**src/rtl/store_merge_if.sv**
```systemverilog
// Handshake and memory-port bundle for store_merge_unit.
// The master side is the control unit plus data memory; the slave side is the merge engine.
interface store_merge_if #(
   parameter int DATA_W = 32,
   parameter int ADDR_W = 32
);
   logic              start;
   logic [1:0]        mode;
   logic [ADDR_W-1:0] addr;
   logic [DATA_W-1:0] wdata;
   logic              inval;
   logic              busy;
   logic              done;
   logic              err;
   logic [ADDR_W-1:0] mem_addr;
   logic              mem_rd;
   logic [DATA_W-1:0] mem_rdata;
   logic              mem_wr;
   logic [DATA_W-1:0] mem_wdata;

   modport master (
      output start, mode, addr, wdata, inval, mem_rdata,
      input  busy, done, err, mem_addr, mem_rd, mem_wr, mem_wdata
   );

   modport slave (
      input  start, mode, addr, wdata, inval, mem_rdata,
      output busy, done, err, mem_addr, mem_rd, mem_wr, mem_wdata
   );
endinterface

```
**src/rtl/store_merge_unit.sv**
```systemverilog
// Read-modify-write engine for sb/sh/sw stores with lane placement by address offset.
// Optional macro STORE_MERGE_FWD_EN merges sub-word stores into the last written word.
//
// state | meaning
// IDLE  | waiting for start; mem_addr is 0
// READ  | mem_rd strobe for the aligned word
// WAIT  | counting down MEM_LAT-1; mem_rdata sampled and merged at zero
// WRITE | mem_wr strobe with merged word
// FIN   | done (and err) pulse; busy low
module store_merge_unit #(
   parameter int DATA_W  = 32,
   parameter int ADDR_W  = 32,
   parameter int MEM_LAT = 1
) (
   input logic        clk,
   input logic        reset,
   store_merge_if.slave bus
);
   localparam int LANES = DATA_W / 8;
   localparam int OFF_W = $clog2(LANES);
   localparam logic [2:0] LAT_M1 = 3'(MEM_LAT - 1);

   localparam logic [1:0] MODE_WORD = 2'b00;
   localparam logic [1:0] MODE_BYTE = 2'b01;
   localparam logic [1:0] MODE_HALF = 2'b10;

   typedef enum logic [2:0] {IDLE, READ, WAIT, WRITE, FIN} state_t;

   state_t            st, st_n;
   logic [2:0]        cnt, cnt_n;
   logic [1:0]        c_mode, c_mode_n;
   logic [OFF_W-1:0]  c_off, c_off_n;
   logic [15:0]       c_wdata, c_wdata_n;
   logic [ADDR_W-1:0] addr_q, addr_n;
   logic [DATA_W-1:0] wdata_q, wdata_n;
   logic              rd_q, rd_n;
   logic              wr_q, wr_n;
   logic              busy_q, busy_n;
   logic              done_q, done_n;
   logic              err_q, err_n;

   logic [OFF_W-1:0]  off;
   logic [ADDR_W-1:0] aligned;
   logic              req_ok;
   logic              fwd_hit;
   logic [DATA_W-1:0] fwd_word;

   assign off     = bus.addr[OFF_W-1:0];
   assign aligned = {bus.addr[ADDR_W-1:OFF_W], {OFF_W{1'b0}}};

   // Byte data is replicated into every lane, half data into every lane pair;
   // the lane mask then picks which replicated lanes replace the base word.
   function automatic logic [DATA_W-1:0] merge(
      input logic [DATA_W-1:0] base,
      input logic [15:0]       src,
      input logic [1:0]        m,
      input logic [OFF_W-1:0]  o
   );
      logic [DATA_W-1:0] placed;
      logic [DATA_W-1:0] res;
      placed = (m == MODE_BYTE) ? {LANES{src[7:0]}} : {(LANES/2){src}};
      res = base;
      for (int i = 0; i < LANES; i++) begin
         if (i == int'(o) || (m == MODE_HALF && i == int'(o) + 1))
            res[8*i +: 8] = placed[8*i +: 8];
      end
      return res;
   endfunction

   always_comb begin
      req_ok = 1'b0;
      case (bus.mode)
         MODE_WORD: req_ok = (off == '0);
         MODE_BYTE: req_ok = 1'b1;
         MODE_HALF: req_ok = ~off[0];
         default:   req_ok = 1'b0;
      endcase
   end

`ifdef STORE_MERGE_FWD_EN
   logic [ADDR_W-1:0] last_addr;
   logic [DATA_W-1:0] last_word;
   logic              last_valid;

   assign fwd_hit  = last_valid && !bus.inval && (aligned == last_addr);
   assign fwd_word = last_word;

   // inval and error completions take priority over a same-cycle write capture.
   always_ff @(posedge clk) begin
      if (reset) begin
         last_addr  <= '0;
         last_word  <= '0;
         last_valid <= 1'b0;
      end else begin
         if (wr_q) begin
            last_addr  <= addr_q;
            last_word  <= wdata_q;
            last_valid <= 1'b1;
         end
         if (bus.inval || err_q)
            last_valid <= 1'b0;
      end
   end
`else
   logic unused_inval;
   assign unused_inval = bus.inval;
   assign fwd_hit      = 1'b0;
   assign fwd_word     = '0;
`endif

   always_comb begin
      st_n      = st;
      cnt_n     = cnt;
      c_mode_n  = c_mode;
      c_off_n   = c_off;
      c_wdata_n = c_wdata;
      addr_n    = addr_q;
      wdata_n   = wdata_q;
      err_n     = 1'b0;

      case (st)
         IDLE: begin
            addr_n  = '0;
            wdata_n = '0;
            if (bus.start) begin
               c_mode_n  = bus.mode;
               c_off_n   = off;
               c_wdata_n = bus.wdata[15:0];
               addr_n    = aligned;
               if (!req_ok) begin
                  st_n  = FIN;
                  err_n = 1'b1;
               end else if (bus.mode == MODE_WORD) begin
                  st_n    = WRITE;
                  wdata_n = bus.wdata;
               end else if (fwd_hit) begin
                  st_n    = WRITE;
                  wdata_n = merge(fwd_word, bus.wdata[15:0], bus.mode, off);
               end else begin
                  st_n = READ;
               end
            end
         end
         READ: begin
            cnt_n = LAT_M1;
            st_n  = WAIT;
         end
         WAIT: begin
            if (cnt == 3'd0) begin
               wdata_n = merge(bus.mem_rdata, c_wdata, c_mode, c_off);
               st_n    = WRITE;
            end else begin
               cnt_n = cnt - 3'd1;
            end
         end
         WRITE: st_n = FIN;
         FIN: begin
            st_n    = IDLE;
            addr_n  = '0;
            wdata_n = '0;
         end
         default: st_n = IDLE;
      endcase

      // Strobes are decoded from the next state so they appear registered in that state's cycle.
      rd_n   = (st_n == READ);
      wr_n   = (st_n == WRITE);
      busy_n = (st_n == READ) || (st_n == WAIT) || (st_n == WRITE);
      done_n = (st_n == FIN);
   end

   always_ff @(posedge clk) begin
      if (reset) begin
         st      <= IDLE;
         cnt     <= '0;
         c_mode  <= '0;
         c_off   <= '0;
         c_wdata <= '0;
         addr_q  <= '0;
         wdata_q <= '0;
         rd_q    <= 1'b0;
         wr_q    <= 1'b0;
         busy_q  <= 1'b0;
         done_q  <= 1'b0;
         err_q   <= 1'b0;
      end else begin
         st      <= st_n;
         cnt     <= cnt_n;
         c_mode  <= c_mode_n;
         c_off   <= c_off_n;
         c_wdata <= c_wdata_n;
         addr_q  <= addr_n;
         wdata_q <= wdata_n;
         rd_q    <= rd_n;
         wr_q    <= wr_n;
         busy_q  <= busy_n;
         done_q  <= done_n;
         err_q   <= err_n;
      end
   end

   assign bus.busy      = busy_q;
   assign bus.done      = done_q;
   assign bus.err       = err_q;
   assign bus.mem_addr  = addr_q;
   assign bus.mem_rd    = rd_q;
   assign bus.mem_wr    = wr_q;
   assign bus.mem_wdata = wdata_q;
endmodule

```
**src/flat_wrapper.sv**
```systemverilog
// flat-port wrapper written by rule: the top's interface ports become plain ports
module store_merge_unit_flat 
#(
   parameter int DATA_W  = 32,
   parameter int ADDR_W  = 32,
   parameter int MEM_LAT = 1
)
  (clk, reset, bus_start, bus_mode, bus_addr, bus_wdata, bus_inval, bus_mem_rdata, bus_busy, bus_done, bus_err, bus_mem_addr, bus_mem_rd, bus_mem_wr, bus_mem_wdata);
  store_merge_if #(.DATA_W(DATA_W), .ADDR_W(ADDR_W)) bus_i ();
  input logic clk;
  input logic reset;
  input wire logic [$bits(bus_i.start)-1:0] bus_start;
  input wire logic [$bits(bus_i.mode)-1:0] bus_mode;
  input wire logic [$bits(bus_i.addr)-1:0] bus_addr;
  input wire logic [$bits(bus_i.wdata)-1:0] bus_wdata;
  input wire logic [$bits(bus_i.inval)-1:0] bus_inval;
  input wire logic [$bits(bus_i.mem_rdata)-1:0] bus_mem_rdata;
  output wire logic [$bits(bus_i.busy)-1:0] bus_busy;
  output wire logic [$bits(bus_i.done)-1:0] bus_done;
  output wire logic [$bits(bus_i.err)-1:0] bus_err;
  output wire logic [$bits(bus_i.mem_addr)-1:0] bus_mem_addr;
  output wire logic [$bits(bus_i.mem_rd)-1:0] bus_mem_rd;
  output wire logic [$bits(bus_i.mem_wr)-1:0] bus_mem_wr;
  output wire logic [$bits(bus_i.mem_wdata)-1:0] bus_mem_wdata;
  assign bus_i.start = bus_start;
  assign bus_i.mode = bus_mode;
  assign bus_i.addr = bus_addr;
  assign bus_i.wdata = bus_wdata;
  assign bus_i.inval = bus_inval;
  assign bus_i.mem_rdata = bus_mem_rdata;
  assign bus_busy = bus_i.busy;
  assign bus_done = bus_i.done;
  assign bus_err = bus_i.err;
  assign bus_mem_addr = bus_i.mem_addr;
  assign bus_mem_rd = bus_i.mem_rd;
  assign bus_mem_wr = bus_i.mem_wr;
  assign bus_mem_wdata = bus_i.mem_wdata;
  store_merge_unit #(.DATA_W(DATA_W), .ADDR_W(ADDR_W), .MEM_LAT(MEM_LAT)) u_core (.clk(clk), .reset(reset), .bus(bus_i));
endmodule
```
**config.mk**
```make
export PLATFORM = sky130hd
export DESIGN_NAME = store_merge_unit_flat
export DESIGN_NICKNAME = d
export VERILOG_FILES = /design/src/rtl/store_merge_if.sv /design/src/rtl/store_merge_unit.sv /design/src/flat_wrapper.sv
export SDC_FILE = /design/constraint.sdc
export NUM_CORES = 1
export LEC_CHECK = 0
export ABC_AREA = 1
export BUFFER_PORTS_ARGS = -buffer_cell sky130_fd_sc_hd__buf_2
export CAP_MARGIN = 20
export CORE_MARGIN = 5
export CORE_UTILIZATION = 43
export CTS_CLUSTER_SIZE = 16
export DETAILED_ROUTE_END_ITERATION = 10
export PLACE_DENSITY = 0.75
export SETUP_SLACK_MARGIN = 0.2
export SLEW_MARGIN = 20
export SYNTH_ARGS = -nofsm -noshare
export SYNTH_HDL_FRONTEND = slang
export SYNTH_SLANG_ARGS = --single-unit
```
**constraint.sdc**
```tcl
create_clock -name clk -period 1.5 [get_ports clk]
set_clock_uncertainty 0.15 [all_clocks]
set_input_delay 0.225 -clock clk [delete_from_list [all_inputs] [get_ports clk]]
set_output_delay 0.225 -clock clk [all_outputs]
set_load 0.01 [all_outputs]
```
Word-level counts from Yosys, hierarchy flattened
Index checks and enable logic that the tools add are counted.

storage, ports and cells
  register bits = 95
  output and inout bits = 69

operators by class
  $add $sub $neg = 2
  equality and inequality tests = 20
  muxes and demuxes = 21
  bitwise operators = 3
  reductions and logical operators = 23

operators by type and width
  operator             number
  $mux 32              6
  $pmux 32 s3          1
  $eq 3x32->1 const A  2
  $pmux 32 s2          1
  $eq 2x32->1 const A  1
  $logic_not 32->1     1
  $mux 8               4
  $eq 3x2->1 const B   4
  $mux 3               4
  $pmux 3 s4           1
  $eq 3x1->1 const B   2
  $eq 3x3->1 const B   2
  $logic_not 2->1      3
  $logic_not 3->1      2
  $logic_or 1x1->1     6
  $pmux 3 s2           1
  $reduce_and 2->1     3
  $eq 2x1->1 const B   2
  $eq 2x2->1 const A   2
  $eq 2x2->1 const B   2
  $logic_and 1x1->1    4
  $reduce_bool 2->1    2
  $add 2x1->3 const B  1
  $not 1->1            3
  other kinds (9)      9

Depth between registers and ports, before layout
  depth after elaboration = 8
  gate-level depth with buffers = 10

Worst setup path before layout
No wires, ideal clock.

  path kind = register -> register
  start = reg u_core.cnt[0]
  end = reg u_core.wdata_q[0] (netlist: u_core.bus.mem_wdata[0])
  setup time = 0.119 ns
  arrival time = 1.287 ns
  slack = -0.056 ns
  stages on the path, launching flop included = 10
  cell sequence = dfxtp_1 inv_1 ha_1 inv_1 nor2_1 a21oi_2 inv_2 clkbuf_1 o21ai_0 a21oi_1

between the ends
  cells in the longest elaborated chain, start to end = 3

ends and longest elaborated chain
  element                     line                     text
  start: declaration          store_merge_unit.sv:30   logic [2:0] cnt, cnt_n;
  start signal: assignment    store_merge_unit.sv:188  cnt <= cnt_n;
  $logic_not 3->1             store_merge_unit.sv:149  if (cnt == 3'd0) begin
  $ne 2x1->1 (no line)        -
  $reduce_and 2->1 (no line)  -
  end signal: assignment      store_merge_unit.sv:193  wdata_q <= wdata_n;
  end: declaration            store_merge_unit.sv:35   logic [DATA_W-1:0] wdata_q, wdata_n;

No other way between the ends.
A chain may end at the register's enable or synchronous reset.

Worst setup path after layout
  start = reg u_core.cnt[1]
  end = reg u_core.cnt[2]

between the ends
  cells in the longest elaborated chain, start to end = 3
  elaborated cells between the ends (all ways) = 6

ends and longest elaborated chain
  element                                                line
  $sub 3x1->3 / $logic_not 3->1 (equally long branches)  store_merge_unit.sv:153, store_merge_unit.sv:149
  $mux 3 / $ne 2x2->1 (equally long branches)            -
  $pmux 3 s2 / $reduce_and 2->1 (equally long branches)  -

Several ways; a longest one is shown, not always the timed one. The select of a mux whose other input is x is not followed.

==> out/metrics.cfg <==
[cts]
h-tree-depth = 3
path_clk_slew_ns = 0.10
cts.sinks = 93
clk_latency_ns = 0.37
clk_path_buf_depth = 2
cts_tree = yes
root_buffer = clkbuf_8
cts_inserted_buffers = 9

[global_route]
grt_pass1_vias = 5800
grt_remaining_overflow = 0
grt_util_all_layers_pct = 28.4
grt_max_degree = 57
grt_pass1_wl_um = 28700
antenna_found_initial = 0

[min_path]
min_path_type = in -> reg

[drt]
via_per_inst = 5.48
drt-pass1-iter-count = 6
drtAntennaViolNets = 0
wl_um = 18800
drt-initial-drc-count = 597
vias = 5720
routedWlPerCell_um = 18.0
drc = 0

[sta]
clock.fmax_ghz = 0.612
hold_violations = 0
worst_pin_slew_ns = 0.575
worst_slack_ns = -0.135
setup_viol = 63
finalSetupTns_ns = -3.19
post-route-period-util_pct = 109
maxSlewHeadroom_pct = 61.7
period_needed_ns = 1.64
maxSlewViolCount = 0
rsz0062_at_grt = true
holdWs_ns = 0.0111

[floorplan]
start_util_pct = 44.4
io_pins = 171
die_y_um = 111
die_area_um2 = 12300
die_w_um = 111
core_um2 = 9820
rows = 36

[placed_design]
dp_hpwl_um = 10100
dpl_cell_area_um2 = 5520
dpl_worst_slack_ns = -0.0593
numPortBuffers = 167
gp_congestion = 0.872

[layout]
num_antenna_cells = 0
layout-drive-gt1-share_pct = 43.6
fillers = 702
nets = 1010
final_cell_area_um2 = 7410
syn_to_final_growth_pct = 70.0

[pwr]
p_int_mw = 5.02
power.total_mw = 7.82
p_per_area_nw_per_um2 = 1060
pwr-share-comb_pct = 37.9
leakage_nw = 3.53
p_sw_mw = 2.80
clkPwrFrac_pct = 24.7
swShare_pct = 35.8
vdd_drop_max_mv = 0.768
seqPwrFrac_pct = 37.4

[synth]
synth_top_family_by_area = simple AND/OR/NAND/NOR gates
synth_cell_types = 22
seq_area_frac_synth_pct = 42.7
synth_compound_area_share_pct = 18.1
synth-simple-area-share_pct = 29.6
synthCells = 659
synthMuxAreaShare_pct = 0
synth_xor_area_share_pct = 0
syn_avg_cell_area_um2 = 6.61
synthAdderAreaFrac_pct = 0.574
ys_ff_latch = 93
syn_area_um2 = 4360
yosys_warnings = 0

[critical_path]
max_stage_delay_ns = 0.34
crit_fanout = 5
cp_slowest_cell = dfxtp_2
crit_chain = inv_2, ha_4, inv_4, nor2_4, buf_6, inv_4, nand2_4, nand2_4, nand3_2, nand3_2, nor2_2
start_kind = flip-flop
crit_type = reg -> reg
arrival_ns = 1.80
crit_path_end_kind = flip-flop
cp.required_ns = 1.66

[outcome]
failed_checks = negative setup slack
status = finished, violations left

[run]
maxCapViolations = 0

## metrics by stage
step | util, % | std cells
final | 75.5 | 1044
after global routing | 75.5 | 1044
after CTS | 73.1 | 1042
after detailed placement | 56.3 | 951
after global placement | 56.3 | 951
after floorplan | - | 660
## kinds of logic (layout without fill, tap and decap cells)
family | Yosys count | after routing
AND/OR/NAND/NOR | 314 | 314
AO/OA/AOI/OAI | 155 | 155
buffers and inverters | 94 | 345
flip-flops | 93 | 93
adder cells (fa/ha/maj) | 2 | 2
other | 1 | 2
## metal layers
metal  global-route usage [%]  routed length (µm)  share of wire [%]  vias to the layer above
met3                     7.21                1670                8.8                       73
li1                         -                   -                  -                     2621
met1                     31.2                6760                 36                     2674
met5                        0                   0                  0                        -
met2                     51.9                9670                 51                      352
met4                     11.4                 745                4.0                        0
## registers in the layout (all words and copies together) (netlist names)
name / flops
u_core.bus.mem_wdata: 32
u_core.bus.mem_addr: 30
u_core.c_wdata: 16
u_core.cnt: 3
u_core.st: 3
u_core.c_mode: 2
u_core.c_off: 2
u_core.bus.busy: 1
u_core.bus.done: 1
u_core.bus.err: 1
u_core.bus.mem_rd: 1
u_core.bus.mem_wr: 1
## cells in the final DEF, fill, tap and decap left out, drive strengths merged
cell type / netlist / routed
clkbuf: 19 / 10
a21oi: 83 / 83
nand2: 152 / 152
ha: 2 / 2
inv: 55 / 58
o22ai: 1 / 1
nor2: 100 / 100
buf: 19 / 224
o21ai: 70 / 70
clkinv: 1 / 1
conb: 1 / 2
bufinv: 0 / 2
nand3: 53 / 53
dfxtp: 93 / 93
nand3b: 9 / 9
o211ai: 1 / 1
dlygate4sd3: 0 / 49
clkinvlp: 0 / 1
## synthesized netlist by cell type
cell	n	share of area [%]
nor2_2	3	0.43
o22ai_1	1	0.14
clkbuf_1	19	1.6
nand3b_1	9	1.5
dfxtp_1	93	43
o21ai_1	6	0.69
a21oi_2	2	0.40
buf_2	12	1.4
nand2_1	152	13
o21ai_0	64	7.3
buf_4	6	1.0
clkinv_1	1	0.086
o211ai_1	1	0.17
inv_1	53	4.6
conb_1	1	0.086
nor2_1	97	8.4
nand3_2	1	0.23
a21oi_1	81	9.3
inv_2	2	0.17
ha_1	2	0.57
nand3_1	52	6.0
buf_1	1	0.086
## area by class of cell
type                    count  area, µm²  area share (%)
clock buffers              10        128            1.72
flip-flops and latches     93       1880            25.3
well taps                 133        166            2.25
inverters                  56        225            3.04
repair buffers            273       2110            28.5
multi-input cells         473       2810            37.9
clock inverters             6       93.8            1.27
## worst max-delay path: cells and delay by family, from the launching register on
kind,cells,cell delay [ns]
adder cells (fa/ha/maj),1,0.16
AND/OR/NAND/NOR,6,0.64
flip-flops,1,0.34
buffers and inverters,4,0.28
## power by group through the flow
stage	clock network, mW	registers, mW	logic, mW
detailed placement	0	2.94	1.82
global route	2.06	2.95	3.16
finish	1.93	2.92	2.97
CTS	1.93	2.89	2.65
global placement	0	2.93	1.77
floorplan	0	2.99	1.08
## path summary, 6_finish.rpt
check | slack [ns] | depth (start not counted) | from | endpoint
worst max-delay path | -0.14 | 11 | u_core.cnt[1]$_SDFFE_PP0P_ | u_core.cnt[2]$_SDFFE_PP0P_
worst min-delay path | 0.01 | 3 | bus_wdata[13] | u_core.c_wdata[13]$_SDFFE_PP0P_
worst max register to register | -0.14 | 11 | u_core.cnt[1]$_SDFFE_PP0P_ | u_core.cnt[2]$_SDFFE_PP0P_
worst min register to register | 0.32 | 2 | u_core.c_wdata[13]$_SDFFE_PP0P_ | u_core.c_wdata[13]$_SDFFE_PP0P_
## what timing repair did
action,CTS,global route
pin swaps,36,32
endpoints found under the hold margin,55,0
gates resized for setup,181,60
buffers inserted,17,2
hold buffers,49,0
gates cloned,9,0
setup endpoints to repair,89,94
Note: power is estimated with default switching activity, not from simulation.
